### config.mk
export PLATFORM = sky130hd
export DESIGN_NAME = mem_port_arbiter
export DESIGN_NICKNAME = d
export VERILOG_FILES = /design/src/rtl/mem_port_arbiter_pkg.sv /design/src/rtl/arb_starve_cnt.sv /design/src/rtl/mem_port_arbiter.sv
export SDC_FILE = /design/constraint.sdc
export NUM_CORES = 1
export LEC_CHECK = 0
export ABC_AREA = 1
export CAP_MARGIN = 20
export CELL_PAD_IN_SITES_DETAIL_PLACEMENT = 1
export CELL_PAD_IN_SITES_GLOBAL_PLACEMENT = 2
export CORE_MARGIN = 3
export CORE_UTILIZATION = 29
export CTS_CLUSTER_DIAMETER = 200
export CTS_CLUSTER_SIZE = 40
export DETAILED_ROUTE_END_ITERATION = 8
export DONT_BUFFER_PORTS = 1
export GPL_TIMING_DRIVEN = 0
export HOLD_SLACK_MARGIN = 0.1
export PLACE_DENSITY_LB_ADDON = 0.15
export RECOVER_POWER = 100
export SYNTH_ARGS = -nofsm -noshare
export SYNTH_HDL_FRONTEND = slang
export SYNTH_SLANG_ARGS = --single-unit
### constraint.sdc
create_clock -name CLK -period 1.4 [get_ports CLK]
set_input_delay 0.28 -clock CLK [delete_from_list [all_inputs] [get_ports CLK]]
set_output_delay 0.28 -clock CLK [all_outputs]
set_load 0.01 [all_outputs]
### src/rtl/mem_port_arbiter_pkg.sv
// Shared types and default widths for the unified memory port arbiter and the pipeline memory model.
package mem_port_arbiter_pkg;

   localparam int unsigned ADDR_W_DEF = 32;
   localparam int unsigned DATA_W_DEF = 32;
   localparam int unsigned CNT_W      = 4;

   typedef enum logic [1:0] {
      ARB_IDLE   = 2'd0,
      ARB_BUSY_I = 2'd1,
      ARB_BUSY_D = 2'd2,
      ARB_RESP   = 2'd3
   } arb_state_t;

endpackage

### src/rtl/arb_starve_cnt.sv
// Saturating counter of consecutive data grants taken while a fetch is waiting.
module arb_starve_cnt
   import mem_port_arbiter_pkg::*;
#(
   parameter int unsigned W = CNT_W
) (
   input  logic         clk,
   input  logic         rst,
   input  logic         inc,
   input  logic         clear,
   input  logic [W-1:0] limit,
   output logic [W-1:0] cnt,
   output logic         at_limit
);

   assign at_limit = (cnt == limit);

   // Clear wins over increment; increment stops at the limit.
   always_ff @(posedge clk) begin
      if (rst) begin
         cnt <= '0;
      end else if (clear) begin
         cnt <= '0;
      end else if (inc && !at_limit) begin
         cnt <= cnt + W'(1);
      end
   end

endmodule

### src/rtl/mem_port_arbiter.sv
// Shares one single-ported memory between instruction fetch and the data stage.
// Data wins arbitration unless fetch has been passed over MAX_DGRANT times in a row.
module mem_port_arbiter
   import mem_port_arbiter_pkg::*;
#(
   parameter int unsigned ADDR_W     = ADDR_W_DEF,
   parameter int unsigned DATA_W     = DATA_W_DEF,
   parameter int unsigned MAX_DGRANT = 4
) (
   input  logic              CLK,
   input  logic              RESET,
   input  logic              IF_Req,
   input  logic [ADDR_W-1:0] IF_Addr,
   output logic              IF_Valid,
   output logic [DATA_W-1:0] IF_Rdata,
   output logic              IF_Stall,
   input  logic              D_Req,
   input  logic              D_We,
   input  logic [ADDR_W-1:0] D_Addr,
   input  logic [DATA_W-1:0] D_Wdata,
   output logic              D_Valid,
   output logic [DATA_W-1:0] D_Rdata,
   output logic              D_Stall,
   output logic              Mem_Req,
   output logic              Mem_We,
   output logic [ADDR_W-1:0] Mem_Addr,
   output logic [DATA_W-1:0] Mem_Wdata,
   input  logic              Mem_Ack,
   input  logic [DATA_W-1:0] Mem_Rdata,
   output logic              Busy
);

   arb_state_t        state, state_d;
   logic              mem_req_d, mem_we_d, if_valid_d, d_valid_d;
   logic [ADDR_W-1:0] mem_addr_d;
   logic [DATA_W-1:0] mem_wdata_d, if_rdata_d, d_rdata_d;
   logic              cnt_inc, cnt_clear, at_limit;
   logic [CNT_W-1:0]  starve_cnt;

   arb_starve_cnt #(.W(CNT_W)) u_starve_cnt (
      .clk      (CLK),
      .rst      (RESET),
      .inc      (cnt_inc),
      .clear    (cnt_clear),
      .limit    (CNT_W'(MAX_DGRANT)),
      .cnt      (starve_cnt),
      .at_limit (at_limit)
   );

   assign IF_Stall = IF_Req && !IF_Valid;
   assign D_Stall  = D_Req && !D_Valid;

   // Next state and next values of every registered output.
   always_comb begin
      state_d     = state;
      mem_req_d   = Mem_Req;
      mem_we_d    = Mem_We;
      mem_addr_d  = Mem_Addr;
      mem_wdata_d = Mem_Wdata;
      if_valid_d  = 1'b0;
      if_rdata_d  = IF_Rdata;
      d_valid_d   = 1'b0;
      d_rdata_d   = D_Rdata;
      cnt_inc     = 1'b0;
      cnt_clear   = 1'b0;
      case (state)
         ARB_IDLE: begin
            cnt_clear = !IF_Req;
            if (D_Req && !(IF_Req && at_limit)) begin
               state_d     = ARB_BUSY_D;
               mem_req_d   = 1'b1;
               mem_we_d    = D_We;
               mem_addr_d  = D_Addr;
               mem_wdata_d = D_Wdata;
               cnt_inc     = IF_Req;
            end else if (IF_Req) begin
               state_d     = ARB_BUSY_I;
               mem_req_d   = 1'b1;
               mem_we_d    = 1'b0;
               mem_addr_d  = IF_Addr;
               mem_wdata_d = '0;
               cnt_clear   = 1'b1;
            end
         end
         ARB_BUSY_I: begin
            if (Mem_Ack) begin
               state_d    = ARB_RESP;
               mem_req_d  = 1'b0;
               mem_we_d   = 1'b0;
               if_valid_d = 1'b1;
               if_rdata_d = Mem_Rdata;
            end
         end
         ARB_BUSY_D: begin
            if (Mem_Ack) begin
               state_d   = ARB_RESP;
               mem_req_d = 1'b0;
               mem_we_d  = 1'b0;
               d_valid_d = 1'b1;
               // Stores leave the last load result untouched.
               if (!Mem_We) begin
                  d_rdata_d = Mem_Rdata;
               end
            end
         end
         ARB_RESP: begin
            state_d = ARB_IDLE;
         end
         default: begin
            state_d = ARB_IDLE;
         end
      endcase
   end

   always_ff @(posedge CLK) begin
      if (RESET) begin
         state     <= ARB_IDLE;
         Mem_Req   <= 1'b0;
         Mem_We    <= 1'b0;
         Mem_Addr  <= '0;
         Mem_Wdata <= '0;
         IF_Valid  <= 1'b0;
         IF_Rdata  <= '0;
         D_Valid   <= 1'b0;
         D_Rdata   <= '0;
         Busy      <= 1'b0;
      end else begin
         state     <= state_d;
         Mem_Req   <= mem_req_d;
         Mem_We    <= mem_we_d;
         Mem_Addr  <= mem_addr_d;
         Mem_Wdata <= mem_wdata_d;
         IF_Valid  <= if_valid_d;
         IF_Rdata  <= if_rdata_d;
         D_Valid   <= d_valid_d;
         D_Rdata   <= d_rdata_d;
         Busy      <= (state_d != ARB_IDLE);
      end
   end

endmodule

==> flow_summary_export.csv <==
group,metric,value,unit
drt,met1Wirelength,8.96,mm
placement,port_buffers,0,
floorplanning,dieArea,21100,µm²
final_layout,fill_cells,2189,
logic_synthesis,synth_edf_count,0,
pwr,p_int,8.19,mW
drt,via_count,5844,
logic_synthesis,ys_ff_latch,139,
global_routing,grtUsageTotal,0.195,
floorplanning,core_area,18900,µm²
global_routing,grt_pass1_wl,33.4,mm
global_routing,grt_pass1_vias,6229,
critical_path,path_class,"reg -> reg",
logic_synthesis,synth_ff_type,"dfxtp_1",
drt,viasPerCell,4.82,
timing,finalMaxSlewViolations,0,
floorplanning,die_h,145,µm
logic_synthesis,syn_inst,782,
timing,finalClockSkew,0.00831,ns
pwr,p_per_area,1320,nW/µm²
floorplanning,die_x,145,µm
floorplanning,io_pins,269,
pwr,seqPwrFrac,0.410,
drt,first_pass_iters,4,
timing,min_period,1.53,ns
drt,ant_nets,0,
worst_hold_path,hold_path.class,"in -> reg",
final_layout,multi_input_area,2840,µm²
timing,period_share,1.09,
timing,rsz0062_at_grt,"yes",
final_layout,syn_to_final_growth,58.4,%
logic_synthesis,synth_cell_types,21,
global_routing,antenna_found_initial,0,
logic_synthesis,synth_area,5640,µm²
logic_synthesis,synth_nets,923,
placement,dp.cells,1042,
pwr,netSwitchingFraction,0.307,
clock_tree,cts.clk_slew.worst_paths,0.06,ns
final_layout,drive_gt1_frac,0.249,
drt,wl_met2,11.9,mm
drt,dr.first_iter.drc_count,182,
run_status,outcome,"finished, violations left",
floorplanning,start_util,0.298,
critical_path,end_kind,"flop",
timing,relSlewSlack,0.596,
clock_tree,cts-root-buf,"clkbuf_16",
final_layout,diodes,0,
floorplanning,fp-row-count,50,
timing,clock.fmax,653,MHz
global_routing,grt_overflow,0,
critical_path,arrival,1.86,ns
timing,layout_setup_ws,-0.132,ns
worst_hold_path,hold_depth,4,
final_layout,final_common_cell,"nor2_1",
critical_path,worstPathRequired,1.73,ns
timing,tightest_slew,0.605,ns
clock_tree,cts_inserted_buffers,17,
drt,dr_wl_met3,1.80,mm
final_layout,fin_cells,1213,
run_status,violations,"negative setup slack",
clock_tree,numClockSinks,139,
critical_path,reg2reg_depth,9,
global_routing,grt_max_degree,17,
logic_synthesis,synthArstFlopShare,0,
placement,gp_congestion,0.784,
timing,hold_viol_final,0,
job,drv_cap,0,
logic_synthesis,syn_avg_cell_area,7.21,µm²
clock_tree,clk_latency,0.42,ns
drt,routedWlPerCell,19.1,µm
timing,fin_setup_tns,-4.25,ns
pwr,switchingPower,3.62,mW
clock_tree,cts_tree,"done",
critical_path,crit_fanout,5,
placement,pre_cts_slack,-0.466,ns
final_layout,regArea,2790,µm²
placement,dp_hpwl,15.0,mm
clock_tree,htree_levels,4,
drt,routed_wl,23.1,mm
pwr,power.share.combinational,0.203,
critical_path,start_kind,"flop",
timing,setup_viol,94,
final_layout,layout.nets,1081,
pwr,peakVddDrop,730,µV
final_layout,final_cell_mix,"156 x nor2_1, 135 x dfxtp_1, 105 x dlygate4sd3_1, 85 x nand2_1, 51 x nand3_1",
pwr,power_leakage,3.89,nW
logic_synthesis,yosysWarnings,0,
drt,drc,0,
logic_synthesis,synth-seq-area-share,0.494,
pwr,pwr-share-clk,0.387,
clock_tree,clockBufferDepth,2,
drt,routed.top_layer,"met4",
==> cells in the mapped netlist (2+ instances only) <==
master / count / area [µm²]
buf_2: 14 / 70.1
nor2_1: 200 / 751
o21ai_0: 84 / 420
inv_1: 48 / 180
xor2_1: 2 / 17.5
o21ai_1: 14 / 70.1
buf_4: 8 / 60.1
nand2_1: 119 / 447
inv_2: 3 / 11.3
clkbuf_1: 24 / 90.1
a21oi_1: 38 / 190
clkbuf_2: 2 / 10.0
ha_1: 7 / 87.6
buf_6: 5 / 56.3
dfxtp_1: 139 / 2780
nand3_1: 70 / 350
==> path summary, 6_finish.rpt <==
kind / start / endpoint / slack [ns]
min: D_Addr[2] / Mem_Addr[2] / 0.09
max: state[0] / Mem_Wdata[13] / -0.13
min reg2reg: IF_Rdata[25] / IF_Rdata[25] / 0.53
max reg2reg: state[0] / Mem_Wdata[13] / -0.13
==> power by group through the flow <==
stage	combinational, mW	sequential (mW)	clock (mW)
floorplan	0.969	4.77	0
global placement	1.22	4.90	0
detailed placement	1.29	4.91	0
CTS	1.82	4.83	4.68
global route	2.61	4.89	4.85
finish	2.40	4.84	4.57
==> cell type report <==
type	instances	area share
clock inverter	14	0.0178
multi-input combinational	539	0.318
timing repair buffer	140	0.182
inverter	51	0.0241
clock buffer	18	0.0481
sequential	139	0.313
tap	260	0.0364
buffer	52	0.0604
==> through the flow <==
stage | area (µm²) | hold slack [ns] | power, mW | utilization
final | 8930 | 0.0941 | 11.8 | 0.473
after global routing | 8930 | 0.114 | 12.3 | 0.473
after CTS | 8060 | 0.0245 | 11.3 | 0.427
after detailed placement | 5960 | 0.425 | 6.20 | 0.315
after global placement | 5960 | 0.420 | 6.12 | 0.315
after floorplan | 5640 | 0.415 | 5.74 | -
==> what timing repair did <==
| action | 4_1_cts | 5_1_grt |
|---|---|---|
| resized for setup | 98 | 198 |
| hold buffers | 104 | 1 |
| pin swaps | 11 | 49 |
| gates cloned | 3 | 12 |
| setup endpoints to repair | 135 | 132 |
| buffers inserted | 14 | 7 |
| hold endpoints to repair | 132 | 1 |
==> critical path, cell delays in order, from the launching register on <==
cell,delay (ns)
dfxtp_4,0.35
inv_4,0.08
ha_4,0.14
inv_2,0.04
a21oi_4,0.14
buf_12,0.15
clkbuf_16,0.16
buf_8,0.12
o21ai_1,0.07
a21oi_1,0.21
==> routing by layer <==
metal / global-route usage / vias to the layer above
met1: 0.209 / 2795
met4: 0.0684 / 0
met2: 0.347 / 196
li1: - / 2818
met3: 0.0813 / 35
met5: 0 / -
==> flip-flops by register name, indices dropped and copies added, names as in the netlist, 2 cells and up <==
| name | flops |
|---|---|
| D_Rdata | 32 |
| state | 2 |
| u_starve_cnt.cnt | 4 |
| IF_Rdata | 32 |
| Mem_Addr | 32 |
| Mem_Wdata | 32 |
==> kinds of logic (layout without fill, tap and decap cells) <==
| logic type | Yosys count | after routing | share of synthesized area |
|---|---|---|---|
| AOI/OAI and AO/OA | 138 | 138 | 0.124 |
| xor gates and xnor gates | 2 | 2 | 0.00311 |
| and+or+nand+nor | 392 | 392 | 0.279 |
| DFF | 139 | 139 | 0.494 |
| adders and majority gates | 7 | 7 | 0.0155 |
| buffers and inverters | 104 | 275 | 0.0848 |
(Power assumes the default switching activity.)
